### src/rtl/kyber_pkg.sv
// Kyber ring constants and coefficient types shared by the polynomial datapath.
package kyber_pkg;
  localparam int KYBER_Q = 3329;
  localparam int KYBER_N = 256;
  localparam int COEFF_W = 12;
  localparam int IDX_W   = $clog2(KYBER_N);

  typedef logic [COEFF_W-1:0] coeff_t;
  typedef logic [COEFF_W:0]   sum_t;
endpackage

### src/rtl/cla_adder.sv
// Carry-lookahead adder built from 4-bit lookahead groups chained group to group.
module cla_adder #(
  parameter int WIDTH = 12
) (
  input  logic [WIDTH-1:0] i_a,
  input  logic [WIDTH-1:0] i_b,
  input  logic             i_cin,
  output logic [WIDTH-1:0] o_sum,
  output logic             o_cout
);
  localparam int NBLK = (WIDTH + 3) / 4;
  localparam int PW   = NBLK * 4;

  logic [PW-1:0] w_a;
  logic [PW-1:0] w_b;
  logic [PW-1:0] w_g;
  logic [PW-1:0] w_p;

  assign w_a = PW'(i_a);
  assign w_b = PW'(i_b);
  assign w_g = w_a & w_b;
  assign w_p = w_a ^ w_b;

  // Each group carry is a flat sum-of-products of its own g/p and the group carry-in.
  always_comb begin
    logic [PW:0] c;
    logic        acc;
    logic        term;
    c    = '0;
    c[0] = i_cin;
    for (int blk = 0; blk < NBLK; blk++) begin
      for (int j = 1; j <= 4; j++) begin
        acc = c[blk*4];
        for (int k = 0; k < j; k++) acc = acc & w_p[blk*4+k];
        for (int k = 0; k < j; k++) begin
          term = w_g[blk*4+k];
          for (int m = k + 1; m < j; m++) term = term & w_p[blk*4+m];
          acc = acc | term;
        end
        c[blk*4+j] = acc;
      end
    end
    o_sum  = w_p[WIDTH-1:0] ^ c[WIDTH-1:0];
    o_cout = c[WIDTH];
  end
endmodule

### src/rtl/mod_q_csub.sv
// Single conditional subtraction of q from a 13-bit coefficient sum.
module mod_q_csub
  import kyber_pkg::*;
(
  input  sum_t   i_sum,
  output coeff_t o_coeff
);
  // Sums of two reduced coefficients are below 2q, so one subtraction fully reduces them.
  assign o_coeff = coeff_t'((i_sum >= sum_t'(KYBER_Q)) ? (i_sum - sum_t'(KYBER_Q)) : i_sum);
endmodule

### src/rtl/poly_add_mod_q.sv
// Two-stage streaming coefficient adder mod q with per-polynomial index and last flag.
// Optional sticky input range flag enabled by defining POLY_ADD_RANGE_CHK_EN.
module poly_add_mod_q
  import kyber_pkg::*;
#(
  parameter int DATA_WID = COEFF_W
) (
  input  logic                clk,
  input  logic                rst,
  input  logic                in_valid,
  output logic                in_ready,
  input  logic [DATA_WID-1:0] in1,
  input  logic [DATA_WID-1:0] in2,
  output logic                out_valid,
  input  logic                out_ready,
  output logic [DATA_WID-1:0] out_coeff,
  output logic [IDX_W-1:0]    out_idx,
  output logic                out_last
`ifdef POLY_ADD_RANGE_CHK_EN
  ,
  output logic                range_err
`endif
);
  logic                r_s1_valid;
  logic [DATA_WID:0]   r_sum1;
  logic                r_s2_valid;
  logic [DATA_WID-1:0] r_out_coeff;
  logic [IDX_W-1:0]    r_out_idx;

  logic                w_s1_adv;
  logic                w_in_xfer;
  logic                w_out_xfer;
  logic [DATA_WID-1:0] w_sum_lo;
  logic                w_sum_cout;
  logic [DATA_WID-1:0] w_reduced;

  assign w_s1_adv   = r_s1_valid && (!r_s2_valid || out_ready);
  assign in_ready   = !r_s1_valid || w_s1_adv;
  assign w_in_xfer  = in_valid && in_ready;
  assign w_out_xfer = r_s2_valid && out_ready;

  cla_adder #(.WIDTH(DATA_WID)) u_cla_adder (
    .i_a    (in1),
    .i_b    (in2),
    .i_cin  (1'b0),
    .o_sum  (w_sum_lo),
    .o_cout (w_sum_cout)
  );

  mod_q_csub u_mod_q_csub (
    .i_sum   (r_sum1),
    .o_coeff (w_reduced)
  );

  always_ff @(posedge clk or posedge rst) begin
    if (rst) begin
      r_s1_valid <= 1'b0;
      r_sum1     <= '0;
    end else if (w_in_xfer) begin
      r_s1_valid <= 1'b1;
      r_sum1     <= {w_sum_cout, w_sum_lo};
    end else if (w_s1_adv) begin
      r_s1_valid <= 1'b0;
    end
  end

  // Stage 2 refills in the same cycle it drains, so a full pipe never bubbles.
  always_ff @(posedge clk or posedge rst) begin
    if (rst) begin
      r_s2_valid  <= 1'b0;
      r_out_coeff <= '0;
    end else if (w_s1_adv) begin
      r_s2_valid  <= 1'b1;
      r_out_coeff <= w_reduced;
    end else if (w_out_xfer) begin
      r_s2_valid  <= 1'b0;
    end
  end

  always_ff @(posedge clk or posedge rst) begin
    if (rst) begin
      r_out_idx <= '0;
    end else if (w_out_xfer) begin
      r_out_idx <= (r_out_idx == IDX_W'(KYBER_N - 1)) ? '0 : r_out_idx + 1'b1;
    end
  end

  assign out_valid = r_s2_valid;
  assign out_coeff = r_out_coeff;
  assign out_idx   = r_out_idx;
  assign out_last  = r_s2_valid && (r_out_idx == IDX_W'(KYBER_N - 1));

`ifdef POLY_ADD_RANGE_CHK_EN
  logic r_range_err;

  always_ff @(posedge clk or posedge rst) begin
    if (rst) begin
      r_range_err <= 1'b0;
    end else if (w_in_xfer && ((in1 >= DATA_WID'(KYBER_Q)) || (in2 >= DATA_WID'(KYBER_Q)))) begin
      r_range_err <= 1'b1;
    end
  end

  assign range_err = r_range_err;
`endif
endmodule

### config.mk
export PLATFORM = sky130hd
export DESIGN_NAME = poly_add_mod_q
export DESIGN_NICKNAME = d
export VERILOG_FILES = /design/src/rtl/kyber_pkg.sv /design/src/rtl/cla_adder.sv /design/src/rtl/mod_q_csub.sv /design/src/rtl/poly_add_mod_q.sv
export SDC_FILE = /design/constraint.sdc
export NUM_CORES = 1
export LEC_CHECK = 0
export CORE_ASPECT_RATIO = 1.75
export CORE_UTILIZATION = 53
export DETAILED_ROUTE_END_ITERATION = 12
export PLACE_DENSITY = 0.85
export RECOVER_POWER = 50
export SYNTH_ARGS = -nofsm -noshare
export SYNTH_HDL_FRONTEND = slang
export SYNTH_SLANG_ARGS = --single-unit
export TNS_END_PERCENT = 50
### constraint.sdc
create_clock -name clk -period 2.8 [get_ports clk]
set_clock_uncertainty 0.15 [all_clocks]
set_input_delay 0.42 -clock clk [delete_from_list [all_inputs] [get_ports clk]]
set_output_delay 0.42 -clock clk [all_outputs]
set_load 0.01 [all_outputs]
==> results.toml, run 1 <==
[synthesis]
ys_types = 36
synth-simple-area-share_pct = 14.3
synth-adder-area-share_pct = 13.7
yosysSeqAreaShare_pct = 42.0
syn_inst = 207
synth_warnings = 0
synth_compound_area_share_pct = 15.9
synth-xor-area-share_pct = 8.82
syn_avg_cell_area_sq_um = 10.1
synth.area.mux_share_pct = 3.24
ys_ff_latch = 35
synthesis.area_sq_um = 2080
synth_top_family_by_area = "compound AO/OA/AOI/OAI gates"
synth_nets = 256

[clocking]
cts-buffers-inserted = 5
cts_tree = "yes"
postCtsHoldBufs = 0
cts.sinks = 35
clock-root-buffer = "clkbuf_8"
htreeDepth = 2
insertion_delay_ns = 0.29
clockBufferDepth = 2
cts.clk_slew.worst_paths_ns = 0.06

[floorplan]
core_area_sq_um = 3700
initial_utilization_pct = 56.3
die_x_um = 49.4
num_io_pins = 51
die_h_um = 85.0
core.rowCount = 29
dieArea_sq_um = 4200

[sta]
fmax_ghz = 0.343
tns_ns = -0.355
setup_viol = 5
hold_viol = 0
min_period_ns = 2.91
slew_headroom_pct = -17.1
holdWs_ns = 0.327
worstMarginPinSlew_ns = 1.76
finalCritPeriodShare_pct = 104
grt_setup_unrepaired = "yes"
fin_ws_ns = -0.113
slew_viol_final = 36

[critical_path]
worst-path-buf-inv = 2
worstReg2RegEnd = "out_coeff[1]"
r2r-start = "r_sum1[2]"
cp-start-kind = "primary input"
crit_chain = "buf_8 > ha_4 > ha_4 > o21ai_2 > nand2b_1 > a21o_1 > ha_2 > o21a_1 > o21a_1 > o21ai_2 > nand2b_1 > buf_4 > fa_2 > mux2_2"
worstSetupEndpointType = "register"
slowest_stage = "fa_2"
rrSetupSlack_ns = 0.66
max_stage_delay_ns = 0.40
critPathMaxFanout = 2
crit_arrival_ns = 2.94
critPathRequiredTime_ns = 2.82
cp-startpoint = "in1[1]"
crit_type = "primary input to register"
ff2ff_path_depth = 5
crit_family = "adder cells"

[placed_design]
hpwlAfterDp_mm = 3.12
gp_congestion = 0.776
place_area_sq_um = 2770
portBuffers = 50
dp_slack_ns = -0.841

[final_layout]
area_growth_pct = 41.0
insertedDiodeCount = 0
design_area_sq_um = 2940
drive_above_1_share_pct = 20.5
fill_cells = 260
nNetsFinal = 331

[routing]
num_vias = 1751
dr.pass1.iters = 4
ant_nets = 0
routedWlPerCell_um = 12.8
routed_wl_mm = 4.23
drc = 0
vias_per_cell = 5.32
first_iter_violations = 28

[job]
drv_cap = 1

[pwr]
fin_total_pwr_uw = 1920
leakage_uw = 0.00126
p_per_area_nw_per_um2 = 654
worst_ir_drop_vdd_mv = 0.432

[min_path]
hold_path_class = "register to register"
hold_path_end = "out_coeff[0]"
worstHoldStart = "out_coeff[0]"
hold_depth = 2

[grt]
grt_max_degree = 36
first_global_vias = 1787
grt-ovfl-total = 0
grt_use_total_pct = 23.7
grt_pass1_wl_mm = 7.60
antenna_found_initial = 0

[run_status]
violations = "max-capacitance violations, max-slew violations, negative setup slack"
status = "finished with violations"
[synthesized netlist by cell type (all sizes together)]
cell type	instances	area [sq um]
nand2	30	113
o221ai	1	8.76
nand3	4	20.0
nand4	3	18.8
fa	3	60.1
or2	1	6.26
and4	1	8.76
a41oi	1	27.5
a31oi	5	31.3
or3	1	6.26
o22ai	1	6.26
a21o	3	22.5
ha	18	225
o31ai	3	22.5
a31o	1	8.76
or4b	1	10.0
a21oi	4	20.0
inv	7	26.3
nand4b	1	8.76
nor2	8	32.5
dfrtp	35	876
clkbuf	4	15.0
xnor2	13	114
o21ai	28	144
o2111ai	2	17.5
nor3	4	30.0
o21a	2	15.0
xor2	8	70.1
mux2	6	67.6
nand2b	6	37.5
o211ai	1	7.51
nand3b	1	7.51
[cell usage in the layout, fill, tap and decap left out, types with 2 or more instances in the layout]
cell type,count
clkbuf_8,5
o21ai_1,8
o21a_1,2
nor2_1,7
ha_2,3
clkbuf_1,3
dfrtp_1,35
xnor2_1,12
o21ai_0,15
ha_4,3
fa_1,2
buf_2,2
dlygate4sd2_1,3
ha_1,12
nand4_1,3
a21oi_1,3
a31oi_1,5
nor3_1,2
nand2b_1,6
nand3_1,4
o31ai_1,3
o21ai_2,5
o2111ai_1,2
xor2_1,8
a21o_1,3
inv_1,7
buf_4,21
dlygate4sd3_1,2
mux2_2,6
clkdlybuf4s50_1,40
nor3_2,2
nand2_1,29
[kinds of logic (layout without fill, tap and decap cells)]
group	after synthesis	after routing
flops	35	35
xor+xnor	21	21
compound gates	52	52
simple gates	61	61
buf+inv	11	87
fa+ha+maj	21	21
mux	6	6
[power by group]
group | leakage [uW] | internal (uW) | total, uW | switching, uW
sequential | 0.000428 | 653 | 803 | 150
combinational | 0.000794 | 441 | 779 | 338
clock | 0.0000422 | 174 | 339 | 165
[tightest hold or removal path, delay by kind of cell, from the launching register on]
family | cells | cell delay [ns]
and+or+nand+nor | 1 | 0.05
DFF | 1 | 0.34
AOI/OAI and AO/OA | 1 | 0.06
[area by class of cell]
type                    count  area [sq um]  area share, %
repair buffers             72           654           22.3
flip-flops and latches     35           876           29.8
multi-input cells         161          1240           42.3
clock inverters             1          5.00          0.170
well taps                  46          57.6           1.96
clock buffers               7          76.3           2.60
inverters                   7          26.3          0.894
[per-layer routing]
layer  track usage [%]  part of all wire (%)  vias to the layer above
met5                 0                     0                        -
met4              12.5                   2.7                        0
met3              4.66                   2.2                        9
met2              44.7                    59                       40
met1              23.5                    36                      819
li1                  -                     -                      883
[registers in the layout (all words and copies together), names as in the netlist]
name        flops
out_idx         8
r_sum1         13
r_s1_valid      1
out_coeff      12
out_valid       1
[metrics by stage]
step / utilization (%) / std cells
floorplan: - / 207
global placement: 74.7 / 313
detailed placement: 74.7 / 313
CTS: 79.3 / 331
global route: 79.4 / 329
finish: 79.4 / 329
[repair_timing]
| action | CTS | global route |
|---|---|---|
| pin swaps | 15 | 15 |
| setup endpoints to repair | 5 | 6 |
| setup buffers | 10 | 2 |
| resized for setup | 24 | 8 |
| hold endpoints to repair | 0 | 0 |
[how the worst max path moves through the flow]
stage / end / cells after the start / slack [ns]
global route: r_sum1[11] / 17 / -0.23
CTS: r_sum1[11] / 17 / -0.07
detailed placement: r_sum1[11] / 17 / -0.84
floorplan: r_sum1[11] / 16 / -0.17
finish: r_sum1[8] / 14 / -0.11
global placement: r_sum1[11] / 17 / -0.76
No activity file was read; power rests on OpenSTA's default activity.
==> inputs of run 2 (changes only) <==
- CORE_UTILIZATION: 53 -> 50
- PLACE_DENSITY: 0.85 -> 0.81
- SLEW_MARGIN: default -> 20
==> results.toml, run 2 (same netlist as run 1, synthesis figures left out) <==
[run_status]
status = "finished with violations"
violations = "max-capacitance violations, max-slew violations, negative setup slack"

[sta]
slew_headroom_pct = -20.6
slew_viol_final = 36
tns_ns = -0.124
finalCritPeriodShare_pct = 102
setup_viol = 3
worstMarginPinSlew_ns = 1.81
fin_ws_ns = -0.0585
hold_viol = 0
min_period_ns = 2.86
fmax_ghz = 0.350
holdWs_ns = 0.332
grt_setup_unrepaired = "yes"

[min_path]
hold_path_class = "register to register"

[pwr]
pwr-share-comb_pct = 40.2
leakage_uw = 0.00126
p_per_area_nw_per_um2 = 654
switching_share_pct = 34.1
power_frac_seq_pct = 41.9
p_int_uw = 1260
p_sw_uw = 652
pwr-share-clk_pct = 17.9
worst_ir_drop_vdd_mv = 0.475

[placed_design]
portBuffers = 50
gp_congestion = 0.789
dp_slack_ns = -0.871
dp_cells = 315
place_area_sq_um = 2770
hpwlAfterDp_mm = 3.07

[critical_path]
crit_family = "compound AO/OA/AOI/OAI gates"
cp_common_cell = "nand2b_1"
crit_chain = "buf_8 > ha_4 > ha_4 > o21ai_2 > nand2b_1 > a21o_1 > ha_2 > o21a_1 > o21a_1 > o21ai_2 > nand2b_1 > ha_2 > o21ai_1 > nand2b_1 > a21o_1 > xnor2_1 > o21ai_1"
critPathRequiredTime_ns = 2.80
crit_arrival_ns = 2.85
worst-path-buf-inv = 1
critPathMaxFanout = 2
cp-start-kind = "primary input"
slowest_stage = "ha_4"
worstSetupEndpointType = "register"
max_stage_delay_ns = 0.23
crit_type = "primary input to register"

[clocking]
htreeDepth = 2
cts.clk_slew.worst_paths_ns = 0.06
clock-root-buffer = "clkbuf_8"
cts-buffers-inserted = 5
insertion_delay_ns = 0.28
clockBufferDepth = 2
cts.sinks = 35
cts_tree = "yes"

[grt]
grt_use_total_pct = 21.4
grt_pass1_wl_mm = 7.22
grt-ovfl-total = 0
first_global_vias = 1708
grt_max_degree = 36
antenna_found_initial = 0

[floorplan]
die_x_um = 50.8
dieArea_sq_um = 4440
core_area_sq_um = 3940
core.rowCount = 30
die_h_um = 87.4
initial_utilization_pct = 52.9
num_io_pins = 51

[routing]
num_vias = 1731
vias_per_cell = 5.25
highest_layer = "met4"
routed_wl_mm = 4.10
drc = 0
met1Wirelength_mm = 1.56
wl_met2_mm = 2.36
wl_met3_um = 95
ant_nets = 0
routedWlPerCell_um = 12.4
first_iter_violations = 30
dr.pass1.iters = 4

[job]
drv_cap = 1

[final_layout]
drive_above_1_share_pct = 18.4
insertedDiodeCount = 0
fin_cells = 330
largest_reg_flops = 13
final_common_cell = "clkdlybuf4s50_1"
top_register = "r_sum1"
area_growth_pct = 40.4
design_area_sq_um = 2930
nNetsFinal = 330
most-common-layout-cells = "clkdlybuf4s50_1, dfrtp_1, nand2_1"
## run 2: cell types whose count changed in the layout (fill, tap and decap cells not counted), moves of 2 or more
| cell | change |
|---|---|
| o21ai_1 | +3 |
| clkdlybuf4s50_1 | -2 |
| o21ai_2 | -2 |
| dlygate4sd3_1 | +2 |
## run 2: repair_timing
item / CTS / global route
setup buffers: 6 / 1
hold buffers: 0 / 0
pin swaps: 12 / 1
gates resized for setup: 31 / 2
setup endpoints to repair: 6 / 5
## run 2: layer usage
| layer | global-route usage, % | vias to the layer above |
|---|---|---|
| met5 | 0 | - |
| met4 | 8.33 | 0 |
| met3 | 3.84 | 9 |
| met2 | 40.8 | 36 |
| met1 | 22.4 | 806 |
| li1 | - | 880 |
## run 2: worst paths after layout
| kind | start | endpoint | slack [ns] | cells past startpoint |
|---|---|---|---|---|
| worst max-delay path | in1[1] | r_sum1[11] | -0.06 | 17 |
| worst min-delay path | out_coeff[8] | out_coeff[8] | 0.33 | 2 |
| worst max register to register | r_sum1[2] | out_coeff[1] | 0.66 | 5 |
| worst min register to register | out_coeff[8] | out_coeff[8] | 0.33 | 2 |
| max in group asynchronous | rst | r_sum1[8] | 0.39 | 3 |
| min in group asynchronous | rst | out_coeff[0] | 1.07 | 3 |
## run 2: area by class of cell
class / instances / area (sq um)
fillers: 294 / 1010
inverters: 7 / 26.3
clock inverters: 1 / 5.00
multi-input cells: 161 / 1240
repair buffers: 71 / 647
clock buffers: 7 / 76.3
well taps: 48 / 60.1
flip-flops and latches: 35 / 876
## run 2: stage by stage
| stage | util (%) | total power [uW] |
|---|---|---|
| 2_1_floorplan | - | 1200 |
| 3_3_place_gp | 70.2 | 1530 |
| 3_5_place_dp | 70.2 | 1560 |
| 4_1_cts | 74.1 | 1930 |
| 5_1_grt | 74.3 | 2050 |
| 6_report | 74.3 | 1910 |
## run 2: worst min-delay path, delay by kind of cell, from the launching register on
family / cells / cell delay [ns]
flops: 1 / 0.34
simple gates: 1 / 0.05
compound gates: 1 / 0.06
## run 2: power by group through the flow
stage	clock (uW)	sequential, uW	combinational, uW
floorplan	0	836	362
global placement	0	805	728
detailed placement	0	810	755
CTS	346	803	779
global route	369	830	852
finish	342	802	770
